==> src/rtl/axi_vga_pkg.sv <==
// rtl/axi_vga_pkg.sv - shared types and decode helpers for the VGA timing generator
// Purpose: timing config struct, FSM state type, frame/line total and region decode.
// Ports: none (package).
package axi_vga_pkg;

  localparam int unsigned VgaCntWidth = 16;
  // Two guard bits so the sum of four fields never overflows.
  localparam int unsigned SumWidth = VgaCntWidth + 2;

  typedef logic [VgaCntWidth-1:0] cnt_t;
  typedef logic [SumWidth-1:0]    sum_t;

  typedef struct packed {
    cnt_t visible;
    cnt_t front;
    cnt_t sync;
    cnt_t back;
  } vga_timing_t;

  typedef enum logic {
    IDLE = 1'b0,
    RUN  = 1'b1
  } timing_fsm_state_t;

  typedef struct packed {
    logic visible;
    logic sync;
  } region_t;

  function automatic sum_t timing_total(vga_timing_t cfg);
    return sum_t'(cfg.visible) + sum_t'(cfg.front) + sum_t'(cfg.sync) + sum_t'(cfg.back);
  endfunction

  // Zero-width fields collapse their region naturally: an empty interval never matches.
  function automatic region_t region_decode(sum_t cnt, vga_timing_t cfg);
    region_t r;
    sum_t    sync_start;
    sum_t    sync_end;
    sync_start = sum_t'(cfg.visible) + sum_t'(cfg.front);
    sync_end   = sync_start + sum_t'(cfg.sync);
    r.visible  = cnt < sum_t'(cfg.visible);
    r.sync     = (cnt >= sync_start) && (cnt < sync_end);
    return r;
  endfunction

endpackage

==> src/rtl/axi_vga_sync_counter.sv <==
// rtl/axi_vga_sync_counter.sv - one raster axis counter (used for both h and v)
// Purpose: counts 0..total-1 on advance, wraps to 0, decodes visible and sync regions.
// Ports:
//   clk_i, rst_ni   clock, synchronous active-low reset
//   clear_i         force count to 0 (block not running)
//   advance_i       step the counter this cycle
//   cfg_i           shadowed timing for this axis
//   count_o         current count
//   wrap_o          advancing from the last position this cycle (combinational)
//   visible_o       count inside visible region
//   sync_active_o   count inside sync region
module axi_vga_sync_counter
  import axi_vga_pkg::*;
(
  input  logic        clk_i,
  input  logic        rst_ni,
  input  logic        clear_i,
  input  logic        advance_i,
  input  vga_timing_t cfg_i,
  output sum_t        count_o,
  output logic        wrap_o,
  output logic        visible_o,
  output logic        sync_active_o
);

  sum_t    count_q;
  sum_t    count_d;
  sum_t    total;
  region_t region;

  assign total  = timing_total(cfg_i);
  assign region = region_decode(count_q, cfg_i);

  // ">=" rather than "==" so an all-zero config wraps every step instead of running away.
  assign wrap_o        = advance_i && ((count_q + sum_t'(1)) >= total);
  assign count_o       = count_q;
  assign visible_o     = region.visible;
  assign sync_active_o = region.sync;

  always_comb begin
    count_d = count_q;
    if (clear_i) begin
      count_d = '0;
    end else if (wrap_o) begin
      count_d = '0;
    end else if (advance_i) begin
      count_d = count_q + sum_t'(1);
    end
  end

  always_ff @(posedge clk_i) begin
    if (!rst_ni) begin
      count_q <= '0;
    end else begin
      count_q <= count_d;
    end
  end

endmodule

==> src/rtl/axi_vga_timing_fsm.sv <==
// rtl/axi_vga_timing_fsm.sv - VGA raster timing generator and pixel sink
// Purpose: generates h/v timing from shadowed config, pulls pixels over valid/ready
//          in the visible region, drives registered RGB and sync pins.
// Ports:
//   clk_i, rst_ni                 clock, synchronous active-low reset
//   enable_i                      run raster; low returns to idle
//   h_*_i, v_*_i                  timing fields (visible/front/sync/back)
//   hsync_pol_i, vsync_pol_i      1 = sync pulse active-high
//   red_i, green_i, blue_i        pixel from fetcher
//   valid_i / ready_o             pixel handshake
//   red_o, green_o, blue_o        VGA colour (registered)
//   hsync_o, vsync_o              VGA sync (registered)
//   underflow_o                   sticky: visible pixel needed while valid_i low
module axi_vga_timing_fsm
  import axi_vga_pkg::*;
#(
  parameter int unsigned RedWidth   = 5,
  parameter int unsigned GreenWidth = 6,
  parameter int unsigned BlueWidth  = 5,
  // Must match VgaCntWidth: the shadow struct is sized by the package.
  parameter int unsigned CntWidth   = VgaCntWidth
) (
  input  logic                  clk_i,
  input  logic                  rst_ni,
  input  logic                  enable_i,
  input  logic [CntWidth-1:0]   h_visible_i,
  input  logic [CntWidth-1:0]   h_front_i,
  input  logic [CntWidth-1:0]   h_sync_i,
  input  logic [CntWidth-1:0]   h_back_i,
  input  logic [CntWidth-1:0]   v_visible_i,
  input  logic [CntWidth-1:0]   v_front_i,
  input  logic [CntWidth-1:0]   v_sync_i,
  input  logic [CntWidth-1:0]   v_back_i,
  input  logic                  hsync_pol_i,
  input  logic                  vsync_pol_i,
  input  logic [RedWidth-1:0]   red_i,
  input  logic [GreenWidth-1:0] green_i,
  input  logic [BlueWidth-1:0]  blue_i,
  input  logic                  valid_i,
  output logic                  ready_o,
  output logic [RedWidth-1:0]   red_o,
  output logic [GreenWidth-1:0] green_o,
  output logic [BlueWidth-1:0]  blue_o,
  output logic                  hsync_o,
  output logic                  vsync_o,
  output logic                  underflow_o
);

  timing_fsm_state_t state_q, state_d;

  vga_timing_t h_cfg_q, v_cfg_q, h_cfg_in, v_cfg_in;
  logic        hpol_q, vpol_q;
  logic        load_shadow;

  logic [RedWidth-1:0]   red_q, red_d;
  logic [GreenWidth-1:0] green_q, green_d;
  logic [BlueWidth-1:0]  blue_q, blue_d;
  logic                  hsync_q, hsync_d;
  logic                  vsync_q, vsync_d;
  logic                  underflow_q, underflow_d;

  logic run_en;
  sum_t h_count, v_count;
  logic h_wrap, h_vis, h_sync;
  logic v_wrap, v_vis, v_sync;
  logic unused_counts;

  assign h_cfg_in.visible = h_visible_i;
  assign h_cfg_in.front   = h_front_i;
  assign h_cfg_in.sync    = h_sync_i;
  assign h_cfg_in.back    = h_back_i;
  assign v_cfg_in.visible = v_visible_i;
  assign v_cfg_in.front   = v_front_i;
  assign v_cfg_in.sync    = v_sync_i;
  assign v_cfg_in.back    = v_back_i;

  // Dropping enable_i overrides everything, so counting only happens while both hold.
  assign run_en = (state_q == RUN) && enable_i;

  axi_vga_sync_counter u_h_cnt (
    .clk_i         (clk_i),
    .rst_ni        (rst_ni),
    .clear_i       (!run_en),
    .advance_i     (run_en),
    .cfg_i         (h_cfg_q),
    .count_o       (h_count),
    .wrap_o        (h_wrap),
    .visible_o     (h_vis),
    .sync_active_o (h_sync)
  );

  axi_vga_sync_counter u_v_cnt (
    .clk_i         (clk_i),
    .rst_ni        (rst_ni),
    .clear_i       (!run_en),
    .advance_i     (run_en && h_wrap),
    .cfg_i         (v_cfg_q),
    .count_o       (v_count),
    .wrap_o        (v_wrap),
    .visible_o     (v_vis),
    .sync_active_o (v_sync)
  );

  // Raw counts are kept for debug visibility only.
  assign unused_counts = ^{h_count, v_count};

  assign ready_o = (state_q == RUN) && h_vis && v_vis;

  always_comb begin
    state_d     = state_q;
    load_shadow = 1'b0;
    red_d       = '0;
    green_d     = '0;
    blue_d      = '0;
    hsync_d     = ~hsync_pol_i;
    vsync_d     = ~vsync_pol_i;
    underflow_d = underflow_q;
    unique case (state_q)
      IDLE: begin
        underflow_d = 1'b0;
        if (enable_i) begin
          state_d     = RUN;
          load_shadow = 1'b1;
        end
      end
      RUN: begin
        if (!enable_i) begin
          state_d = IDLE;
        end else begin
          if (ready_o && valid_i) begin
            red_d   = red_i;
            green_d = green_i;
            blue_d  = blue_i;
          end
          if (ready_o && !valid_i) begin
            underflow_d = 1'b1;
          end
          hsync_d = ~(h_sync ^ hpol_q);
          vsync_d = ~(v_sync ^ vpol_q);
          // v_wrap implies h_wrap: this is the step into hcnt=0, vcnt=0.
          if (v_wrap) begin
            load_shadow = 1'b1;
          end
        end
      end
      default: state_d = IDLE;
    endcase
  end

  always_ff @(posedge clk_i) begin
    if (!rst_ni) begin
      state_q     <= IDLE;
      h_cfg_q     <= '0;
      v_cfg_q     <= '0;
      hpol_q      <= 1'b0;
      vpol_q      <= 1'b0;
      red_q       <= '0;
      green_q     <= '0;
      blue_q      <= '0;
      hsync_q     <= 1'b0;
      vsync_q     <= 1'b0;
      underflow_q <= 1'b0;
    end else begin
      state_q     <= state_d;
      red_q       <= red_d;
      green_q     <= green_d;
      blue_q      <= blue_d;
      hsync_q     <= hsync_d;
      vsync_q     <= vsync_d;
      underflow_q <= underflow_d;
      if (load_shadow) begin
        h_cfg_q <= h_cfg_in;
        v_cfg_q <= v_cfg_in;
        hpol_q  <= hsync_pol_i;
        vpol_q  <= vsync_pol_i;
      end
    end
  end

  assign red_o       = red_q;
  assign green_o     = green_q;
  assign blue_o      = blue_q;
  assign hsync_o     = hsync_q;
  assign vsync_o     = vsync_q;
  assign underflow_o = underflow_q;

endmodule

==> config.mk <==
export PLATFORM = sky130hd
export DESIGN_NAME = axi_vga_timing_fsm
export DESIGN_NICKNAME = d
export VERILOG_FILES = /design/src/rtl/axi_vga_pkg.sv /design/src/rtl/axi_vga_sync_counter.sv /design/src/rtl/axi_vga_timing_fsm.sv
export SDC_FILE = /design/constraint.sdc
export NUM_CORES = 1
export LEC_CHECK = 0
export BUFFER_PORTS_ARGS = -buffer_cell sky130_fd_sc_hd__buf_2
export CAP_MARGIN = 20
export CELL_PAD_IN_SITES_DETAIL_PLACEMENT = 2
export CELL_PAD_IN_SITES_GLOBAL_PLACEMENT = 2
export CORE_ASPECT_RATIO = 0.8
export CORE_UTILIZATION = 37
export DETAILED_ROUTE_END_ITERATION = 8
export GPL_TIMING_DRIVEN = 0
export PLACE_DENSITY_LB_ADDON = 0.08
export SYNTH_ARGS = -nofsm -noshare
export SYNTH_HDL_FRONTEND = slang
export SYNTH_SLANG_ARGS = --single-unit
==> constraint.sdc <==
create_clock -name clk_i -period 7 [get_ports clk_i]
set_clock_uncertainty 0.05 [all_clocks]
set_input_delay 0.7 -clock clk_i [delete_from_list [all_inputs] [get_ports clk_i]]
set_output_delay 0.7 -clock clk_i [all_outputs]
set_load 0.01 [all_outputs]
# After elaboration in Yosys (flattened, before gate mapping)
# Cells that the tools add are included.
# W data, S select, Z words.
[op_classes]
mux = 11
reduce_logical = 15
addsub = 8
bitwise = 9
magnitude_cmp = 8
n_eq_ne = 2
[ops]
columns = ["operator", "count"]
rows = [
  ["$ge A18 B18 Y1", 4],
  ["$add A17 B16 Y18", 2],
  ["$add A18 B1 Y18 const B", 2],
  ["$add A18 B16 Y18", 2],
  ["$lt A18 B16 Y1", 2],
  ["$lt A18 B18 Y1", 2],
  ["$add A16 B16 Y17", 2],
  ["$logic_and A1 B1 Y1", 10],
  ["$mux W1", 9],
  ["$not A1 Y1", 7],
  ["$reduce_or A3 Y1", 2],
  ["$pmux W1 S2", 2],
  ["$reduce_and A4 Y1", 1],
  ["$ne A2 B1 Y1 const B", 1],
  ["$ne A2 B2 Y1 const B", 1],
  ["$reduce_and A2 Y1", 1],
  ["$xor A1 B1 Y1", 2],
  ["$logic_not A1 Y1", 1],
]
[totals]
wordCells = 72
register_bits = 186
in_bits = 150
out_inout_bits = 20

# Depth between registers and ports, before layout
# Gate-level depths: netlist of run 1.
[depth]
ltp_word = 10
ltp_mapped = 35

# Hierarchy
# Synthesis of run 1 repeated with hierarchy kept, for this count alone.
[hier_totals]
hier_cells = 1845
hier_area_um2 = 15240.9
[modules_own_cells]
columns = ["mod", "n_inst", "cells_each", "area_each_um2"]
rows = [
  ["axi_vga_timing_fsm", 1, 619, 5753.0],
  ["axi_vga_sync_counter (u_v_cnt)", 1, 611, 4782.1],
  ["axi_vga_sync_counter (u_h_cnt)", 1, 615, 4705.8],
]

# Worst setup path after synthesis of run 1
# Ideal clock, no wire load.
[synth_path]
kind = "reg-to-reg"
startpoint = "register v_cfg_q[32] (netlist bit)"
endpoint = "register v_cfg_q[49] (netlist bit)"
path_stages_with_launch = 35
required_time_ns = 6.882
period_less_slack_ns = 6.286
setup_slack_ns = 0.714
t_arrival_ns = 6.168
cell_sequence = "dfxtp_1 > ha_1 > fa_1 > a211oi_1 > o21bai_1 > a21oi_1 > xnor2_1 > ha_1 > a21o_1 > a21oi_1 > o21ai_1 > a31o_2 > a21oi_1 > o21bai_1 > a21oi_1 > xnor2_1 > ha_1 > nand2_1 > nor2_1 > a221oi_1 > a21oi_1 > nor2b_1 > xnor2_1 > o21a_1 > ha_1 > a211oi_1 > nand2_1 > o21ai_0 > a31oi_2 > o221ai_4 > buf_6 > buf_12 > buf_12 > nand3_2 > o21ai_2"
[synth_via]
elab_chain_len = 8
[synth_lines]
columns = ["element", "line_no", "source"]
rows = [
  ["start, declared", "axi_vga_timing_fsm.sv:51", "vga_timing_t h_cfg_q, v_cfg_q, h_cfg_in, v_cfg_in;"],
  ["start signal, assigned", "axi_vga_timing_fsm.sv:173", "v_cfg_q <= v_cfg_in;"],
  ["$add A16 B16 Y17", "axi_vga_pkg.sv:31", "return sum_t'(cfg.visible) + sum_t'(cfg.front) + sum_t'(cfg.sync) + sum_t'(cfg.back);"],
  ["$add A17 B16 Y18", "axi_vga_pkg.sv:31", ""],
  ["$add A18 B16 Y18", "axi_vga_pkg.sv:31", ""],
  ["$ge A18 B18 Y1", "axi_vga_sync_counter.sv:35", "assign wrap_o = advance_i && ((count_q + sum_t'(1)) >= total);"],
  ["$logic_and A1 B1 Y1", "axi_vga_sync_counter.sv:35", ""],
  ["$mux W1", "axi_vga_timing_fsm.sv:141", "if (v_wrap) begin"],
  ["$mux W1", "axi_vga_timing_fsm.sv:127", "if (!enable_i) begin"],
  ["$pmux W1 S2", "axi_vga_timing_fsm.sv:118", "unique case (state_q)"],
]
# Every way passes these cells.
# A chain may end at the register's enable or synchronous reset.

# Final worst setup path of run 1
[layout_path]
startpoint = "register v_cfg_q[32] (netlist bit)"
endpoint = "register v_cfg_q[5] (netlist bit)"
# The elaborated chain is that of the path after synthesis.

==> flow_summary.yaml, run 1 <==
status:
  outcome: "complete, no violations"
yosys:
  yosys.area.top_type: "dfxtp_1"
  synthTopCellsByCount: "235 x ha_1, 197 x nand2_1, 186 x dfxtp_1, 122 x inv_1"
  synthAdderAreaFrac: 0.198
  yosysTopAreaCellShare: 0.241
  netlist_area_mm2: 0.0155
  syn-num-nets: 2194
  synth_seq_cells: 186
  yosysSeqAreaShare: 0.241
  ys.warnings.count: 0
  synthCells: 1803
  synthXorXnorAreaFrac: 0.0657
  synth_top_family_by_area: "simple AND/OR/NAND/NOR gates"
  synth_simple_gate_area_share: 0.222
  yosysMostFrequentCell: "ha_1"
  synthMuxAreaShare: 0.000729
  synth_compound_area_frac: 0.210
  synthTopCellsByArea: "dfxtp_1 24%, ha_1 19%, nand3_2 6.5%"
  async_flop_share: 0
  synth_edf_count: 0
  avgSynthCellArea_um2: 8.57
  synth_cell_types: 70
  ys.flop_type: "dfxtp_1"
setup_path:
  required_ps: 7310
  worstPathMaxFanout: 6
  cpPeakStageDelay_ps: 430
  cp-start-kind: "flip-flop"
  cp.arrival_ps: 7240
  crit_type: "reg -> reg"
  end_kind: "flip-flop"
  crit_path_top_delay_cell: "fa_2"
clocking:
  cts.reportedPaths.clkPinSlew_ps: 80
  root_buffer: "clkbuf_16"
  cts.sinks: 186
  cts_tree: "done"
  clk_latency_ps: 470
  cts_hold_buf: 0
  htree_levels: 4
  cts_buffers: 17
  clk_path_buf_depth: 2
cells_and_area:
  multi_input_area_mm2: 0.0115
  stdcell_area_mm2: 0.0187
  syn_to_final_growth_pct: 21.3
  post-route-util: 0.459
  drive_gt1_frac: 0.306
  nFillCells: 4504
  final_cells: 2589
  regArea_mm2: 0.00374
  fin_nets: 2419
sta:
  hold_ws_ps: 372
  tightest_slew_ps: 1190
  worst_slack_ps: 62.4
  period_needed_ps: 6940
  slew_viol_final: 0
  finalHoldViolCount: 0
  relSlewSlack: 0.208
  setup_viol: 0
  min_period_over_period: 0.991
  fin_tns_setup_ps: 0
  fmaxAchievable_ghz: 0.144
die:
  die_h_um: 185
  die_w_um: 231
  die-area_mm2: 0.0426
  num_rows: 66
  core_area_mm2: 0.0409
  ios: 170
  start_util: 0.378
placed_design:
  dp_cells: 2516
  pre_cts_slack_ps: -1110
  hpwl_um: 44700
  io_buffers: 168
  gp_congestion: 0.811
  place_area_mm2: 0.0170
grt:
  overflow: 0
  grt_pass1_wl_um: 85700
  antenna_found_initial: 3
  first_global_vias: 15000
  grt_util_all_layers: 0.264
  grt_max_degree: 18
hold_path:
  holdCritPathClass: "in -> reg"
route:
  vias: 14200
  dr.pass1.iters: 5
  drc: 0
  wire_per_inst_um: 22.4
  drt_iter0_drc: 591
  postRouteAntennaNets: 0
  vias_per_cell: 5.47
  routed_wirelength_um: 57900
pwr:
  ir_drop_uv: 171
  fin_total_pwr_mw: 3.30
  p_leak_nw: 8.48
  p_per_area_mw_per_mm2: 176
flow_run:
  drv_cap: 0
==> worst max-delay path: cells and delay by family (launching register included) <==
family / cells / cell delay (ps)
XOR/XNOR: 3 / 780
AO/OA/AOI/OAI: 12 / 2160
flip-flops: 1 / 340
buffers and inverters: 4 / 660
AND/OR/NAND/NOR: 8 / 1200
adder cells (fa/ha/maj): 5 / 1590
==> area by class of cell <==
class / instances / share of cell area
timing repair buffer: 207 / 0.0645
multi-input combinational: 1428 / 0.616
clock buffer: 18 / 0.0234
sequential: 186 / 0.199
inverter: 122 / 0.0244
clock inverter: 14 / 0.00741
tap: 544 / 0.0363
antenna: 4 / 0.000534
buffer: 66 / 0.0281
==> per-layer routing <==
layer / vias to the layer above / part of all wire / global-route usage
met5: - / 0.00035 / 0
met4: 4 / 0.0092 / 0.0522
met3: 35 / 0.041 / 0.0531
met2: 205 / 0.45 / 0.411
met1: 7049 / 0.50 / 0.375
li1: 6863 / - / -
==> path summary, 6_finish.rpt <==
path               start          end  slack [ps]  depth (start not counted)
max          v_cfg_q[32]   v_cfg_q[5]          60                         32
min            blue_i[1]    blue_o[1]         370                          2
max reg2reg  v_cfg_q[32]   v_cfg_q[5]          60                         32
min reg2reg  h_cfg_q[18]  h_cfg_q[18]         410                          2
==> where the power goes <==
part,switching [mW],total [mW],internal (mW),leakage [nW]
combinational,0.657,1.13,0.470,6.69
sequential,0.0563,1.16,1.10,1.52
clock,0.501,1.01,0.508,0.278
==> cell usage in the layout (no fill, tap or decap), drive strengths merged, types with 27 or more instances in the layout <==
cell    Yosys  routed
a21o       51      51
a21oi     103     103
buf        30     234
clkbuf     37      56
dfxtp     186     186
ha        235     235
inv       122     127
nand2     197     197
nand3     159     159
nor2       60      60
nor2b      29      29
nor3       27      27
o21ai     203     203
xnor2      57      57
xor2       58      58
==> flip-flops by register name (all words and copies together), names as in the netlist <==
name,flops
h_cfg_q,64
v_cfg_q,64
u_h_cnt.count_o,18
u_v_cnt.count_o,18
green_o,6
blue_o,5
red_o,5
hpol_q,1
hsync_o,1
state_q,1
underflow_o,1
vpol_q,1
vsync_o,1
==> logic make-up (layout without fill, tap and decap cells) <==
family	after synthesis	after routing
compound gates	469	469
xor+xnor	115	115
fa+ha+maj	241	241
buf+inv	189	427
flops	186	186
mux	1	1
other cells	0	4
simple gates	602	602
==> what timing repair did <==
action,CTS,global route
cloned,1,1
setup buffers,11,25
resized for setup,61,104
setup endpoints to repair,166,166
pin swaps,11,54
(Power assumes the default switching activity.)
==> run 2: changes to the inputs <==
--- a/config.mk
+++ b/config.mk
@@ -10,9 +10,8 @@
 export CELL_PAD_IN_SITES_DETAIL_PLACEMENT = 2
 export CELL_PAD_IN_SITES_GLOBAL_PLACEMENT = 2
 export CORE_ASPECT_RATIO = 0.8
-export CORE_UTILIZATION = 37
+export CORE_UTILIZATION = 40
 export DETAILED_ROUTE_END_ITERATION = 8
-export GPL_TIMING_DRIVEN = 0
 export PLACE_DENSITY_LB_ADDON = 0.08
 export SYNTH_ARGS = -nofsm -noshare
 export SYNTH_HDL_FRONTEND = slang
==> constraint.sdc (replaced) <==
create_clock -name clk_i -period 9 [get_ports clk_i]
set_clock_uncertainty 0.05 [all_clocks]
set_input_delay 0.9 -clock clk_i [delete_from_list [all_inputs] [get_ports clk_i]]
set_output_delay 0.9 -clock clk_i [all_outputs]
set_load 0.01 [all_outputs]
==> run 2 against run 1 <==
  * Total power decreased by 26%
  * Highest routed layer unchanged
  * Die area is 7.4% lower
  * Combinational power shrank 36%
  * Count of clock-buffer cells in the layout rose by 1
  * Via count shrank 4.2%
  * Non-clock buffer count down 95
==> flow_summary.yaml, run 2 (synthesis results as in run 1) <==
status:
  outcome: "complete, no violations"
hold_path:
  holdCritPathClass: "reg -> reg"
grt:
  grt_pass1_wl_um: 77800
  first_global_vias: 14300
  use_met3: 0.0541
  grt_use_met1: 0.355
  grt_util_all_layers: 0.253
  grt-busiest-layer: "met2"
  grt_max_degree: 192
  antenna_found_initial: 2
  grtUsageMet2: 0.390
  overflow: 0
setup_path:
  cp.arrival_ps: 8510
  cpPeakStageDelay_ps: 840
  crit_path_top_delay_cell: "nor2_1"
  crit_type: "reg -> reg"
  end_kind: "flip-flop"
  required_ps: 9340
  worstPathMaxFanout: 13
  cp-start-kind: "flip-flop"
  cpLargestDelayFamily: "compound AO/OA/AOI/OAI gates"
  critPathBufInv: 2
cells_and_area:
  largest_registers: "h_cfg_q: 64 flops, v_cfg_q: 64 flops"
  syn_to_final_growth_pct: 11.3
  stdcell_area_mm2: 0.0172
  drive_gt1_frac: 0.223
  nFillCells: 4314
  fin_nets: 2324
  final_common_cell: "ha_1"
  most-common-layout-cells: "235 x ha_1, 197 x nand2_1, 186 x dfxtp_1, 168 x buf_2, 122 x inv_1"
route:
  dr.pass1.iters: 5
  postRouteAntennaNets: 0
  wire_per_inst_um: 20.4
  drt_iter0_drc: 622
  vias_per_cell: 5.56
  drc: 0
  routed_wirelength_um: 49700
  vias: 13600
sta:
  hold_ws_ps: 415
  min_period_over_period: 0.907
  fmaxAchievable_ghz: 0.122
  setup_viol: 0
  tightest_slew_ps: 1140
  fin_tns_setup_ps: 0
  period_needed_ps: 8170
  relSlewSlack: 0.243
  slew_viol_final: 0
  rsz0062_at_grt: "false"
  finalHoldViolCount: 0
die:
  die_w_um: 222
  ios: 170
  die-area_mm2: 0.0394
  core_area_mm2: 0.0381
  num_rows: 64
  start_util: 0.405
  die_h_um: 178
pwr:
  fin_total_pwr_mw: 2.45
  p_leak_nw: 7.93
  p_per_area_mw_per_mm2: 143
  ir_drop_uv: 128
clocking:
  cts_tree: "done"
  cts_buffers: 17
  clk_latency_ps: 480
  cts.sinks: 186
  htree_levels: 4
  cts.reportedPaths.clkPinSlew_ps: 80
  cts_setup_buffers: 0
  cts_hold_buf: 0
  clk_path_buf_depth: 2
  root_buffer: "clkbuf_16"
  ctsResizeCount: 0
placed_design:
  hpwl_um: 39700
  place_area_mm2: 0.0166
  io_buffers: 169
  gp_congestion: 0.829
flow_run:
  drv_cap: 0
## run 2: changes by cell type in the layout (fill, tap and decap cells not counted), moves of 9 or more
cell and change:
a21oi_1 +23, a21oi_2 -21, buf_4 -42, clkbuf_1 -21, clkbuf_2 -14, ha_1 +24, ha_2 -9, ha_4 -15
o21ai_0 +10, xnor2_1 +14, xnor2_2 -13
## run 2: worst reg2reg max path: cells and delay by family (launching register included)
kind,cells,cell delay [ps]
compound gates,13,2890
xor+xnor,2,400
fa+ha+maj,5,1670
buf+inv,2,140
flops,1,390
simple gates,9,2540
## run 2: where the power goes
part | switching (mW) | total, mW | internal, mW
logic | 0.441 | 0.722 | 0.282
clock network | 0.396 | 0.835 | 0.438
registers | 0.0367 | 0.896 | 0.859
## run 2: worst paths after layout
path / startpoint / to / slack, ps / cells past startpoint
worst min register to register: v_cfg_q[11] / v_cfg_q[11] / 410 / 2
worst max-delay path: h_cfg_q[48] / u_v_cnt.count_o[4] / 830 / 31
worst max register to register: h_cfg_q[48] / u_v_cnt.count_o[4] / 830 / 31
worst min-delay path: v_cfg_q[11] / v_cfg_q[11] / 410 / 2
## run 2: per-layer routing
layer	part of all wire	wire [um]
met5	0.00026	13
met4	0.013	660
met3	0.044	2170
met2	0.43	21200
met1	0.52	25700
## run 2: metrics by stage
stage               setup slack (ps)  cells   util
CTS                              897   2441  0.451
global placement                1270   2409  0.435
finish                           834   2442  0.451
floorplan                       2710   1803      -
global route                     298   2441  0.451
detailed placement               940   2409  0.435
## run 2: area by class of cell
cell class	instances	area (um^2)	share of cell area
clock inverter	13	174	0.0101
multi-input combinational	1428	10800	0.626
clock buffer	19	453	0.0263
sequential	186	3720	0.216
antenna	1	2.50	0.000145
inverter	122	458	0.0266
tap	495	619	0.0360
timing repair buffer	178	998	0.0580
==> run 3: changes to the inputs <==
==> constraint.sdc (replaced) <==
create_clock -name clk_i -period 9.6 [get_ports clk_i]
set_clock_uncertainty 0.05 [all_clocks]
set_input_delay 0.96 -clock clk_i [delete_from_list [all_inputs] [get_ports clk_i]]
set_output_delay 0.96 -clock clk_i [all_outputs]
set_load 0.01 [all_outputs]
==> run 3 against run 2 <==
  * Die area unchanged
  * Wire length decreased by 0.27%
  * Count of clock-buffer cells in the layout decreased by 1
  * Global-route usage increased by 0.20 points
  * Maximum frequency decreased by 1.2%
  * Cell area decreased by 0.20%
  * Register-to-register slack improved by 500 ps
  * Sequential share of layout area about the same
  * Sequential power decreased by 6.2%
  * Total power decreased by 6.7%
  * Clock power decreased by 7.5%
  * Sequential cell count unchanged
==> flow_summary.yaml, run 3 (synthesis results as in run 1) <==
hold_path:
  min_from: "v_cfg_q[44]"
  min_to: "v_cfg_q[44]"
  min_path_cells: 2
  holdCritPathClass: "reg -> reg"
grt:
  grt_pass1_wl_um: 78900
  antenna_found_initial: 0
  first_global_vias: 14600
  grt_util_all_layers: 0.255
  grt_max_degree: 192
  overflow: 0
setup_path:
  end_kind: "flip-flop"
  critPathBufInv: 2
  crit_type: "reg -> reg"
  cp_common_cell: "a21oi_1"
  cpPeakStageDelay_ps: 730
  ff2ff_setup_slack_ps: 1330
  crit_path_top_delay_cell: "o221ai_4"
  cp-start-kind: "flip-flop"
  required_ps: 9930
  r2r-start: "v_cfg_q[48]"
  worstPathMaxFanout: 37
  cpLargestDelayFamily: "compound AO/OA/AOI/OAI gates"
  r2r_cells: 33
  reg2reg_to: "h_cfg_q[6]"
  cp.arrival_ps: 8600
die:
  ios: 170
  die_w_um: 222
  die-area_mm2: 0.0394
  num_rows: 64
  start_util: 0.405
  core_area_mm2: 0.0381
  die_h_um: 178
clocking:
  clk_latency_ps: 470
  root_buffer: "clkbuf_16"
  cts_buffers: 17
  clk_path_buf_depth: 2
  cts_tree: "done"
  htree_levels: 4
  cts.reportedPaths.clkPinSlew_ps: 80
  cts_setup_buffers: 0
  ctsResizeCount: 0
  cts.sinks: 186
  cts_hold_buf: 0
sta:
  worst_slack_ps: 1330
  setup_viol: 0
  min_period_over_period: 0.861
  finalHoldViolCount: 0
  fmaxAchievable_ghz: 0.121
  relSlewSlack: 0.301
  tightest_slew_ps: 1050
  slew_viol_final: 0
  fin_tns_setup_ps: 0
  period_needed_ps: 8270
  rsz0062_at_grt: "false"
route:
  routed_wirelength_um: 49600
  drt_iter0_drc: 634
  postRouteAntennaNets: 0
  vias: 13500
  drc: 0
  wire_per_inst_um: 20.3
  dr.pass1.iters: 5
  vias_per_cell: 5.55
pwr:
  switching_power_mw: 0.817
  clock_power_share: 0.337
  internal_power_mw: 1.47
  ir_drop_uv: 116
  seqPwrFrac: 0.367
  fin_total_pwr_mw: 2.29
  p_leak_nw: 7.91
  p_comb_frac: 0.296
  swShare: 0.357
  p_per_area_mw_per_mm2: 133
cells_and_area:
  largest_registers: "h_cfg_q: 64 flops, v_cfg_q: 64 flops"
  final_common_cell: "ha_1"
  final_cells: 2439
  drive_gt1_frac: 0.222
  syn_to_final_growth_pct: 11.1
  antenna_cells: 0
  most-common-layout-cells: "235 x ha_1, 197 x nand2_1, 186 x dfxtp_1, 168 x buf_2, 122 x inv_1"
  fin_nets: 2322
  stdcell_area_mm2: 0.0172
placed_design:
  dp_cells: 2407
  hpwl_um: 39800
  pre_cts_slack_ps: 1410
  place_area_mm2: 0.0165
  io_buffers: 169
  gp_congestion: 0.810
status:
  outcome: "complete, no violations"
flow_run:
  drv_cap: 0
## run 3: per-layer routing
layer  up-vias  part of all wire  GRT usage
met1      6640              0.53      0.368
met3        42             0.031     0.0394
met4         0             0.015     0.0608
li1       6651                 -          -
met5         -                 0          0
met2       192              0.43      0.394
## run 3: how the worst max path moves through the flow
stage	cells past startpoint	start	to	slack, ps
final	33	v_cfg_q[48]	h_cfg_q[6]	1330
after global routing	33	v_cfg_q[48]	v_cfg_q[15]	630
after CTS	33	v_cfg_q[48]	h_cfg_q[6]	1350
after detailed placement	33	v_cfg_q[48]	h_cfg_q[6]	1410
after global placement	33	v_cfg_q[48]	h_cfg_q[48]	1800
after floorplan	34	v_cfg_q[32]	v_cfg_q[49]	3310
## run 3: layout make-up
class / count / area (um^2)
clock buffers: 18 / 439
clock inverters: 14 / 183
fillers: 4297 / 21000
inverters: 122 / 458
multi-input cells: 1428 / 10800
flip-flops and latches: 186 / 3720
well taps: 495 / 619
repair buffers: 176 / 971
## run 3: per-stage QoR
step,hold slack (ps),util
6_report,414,0.450
5_1_grt,436,0.450
4_1_cts,416,0.450
3_5_place_dp,404,0.434
3_3_place_gp,401,0.434
2_1_floorplan,391,-
## run 3: worst reg2reg max path: cells and delay by family (launching register included)
kind / cells / cell delay [ps]
AO/OA/AOI/OAI: 18 / 4180
XOR/XNOR: 3 / 700
adder cells (fa/ha/maj): 5 / 1600
buffers and inverters: 2 / 720
flip-flops: 1 / 350
AND/OR/NAND/NOR: 5 / 590
## run 3: power by group through the flow
stage	combinational [mW]	clock, mW	sequential, mW
floorplan	0.482	0	0.844
global placement	0.629	0	0.856
detailed placement	0.669	0	0.857
CTS	0.680	0.794	0.840
global route	0.753	0.822	0.843
finish	0.676	0.772	0.840
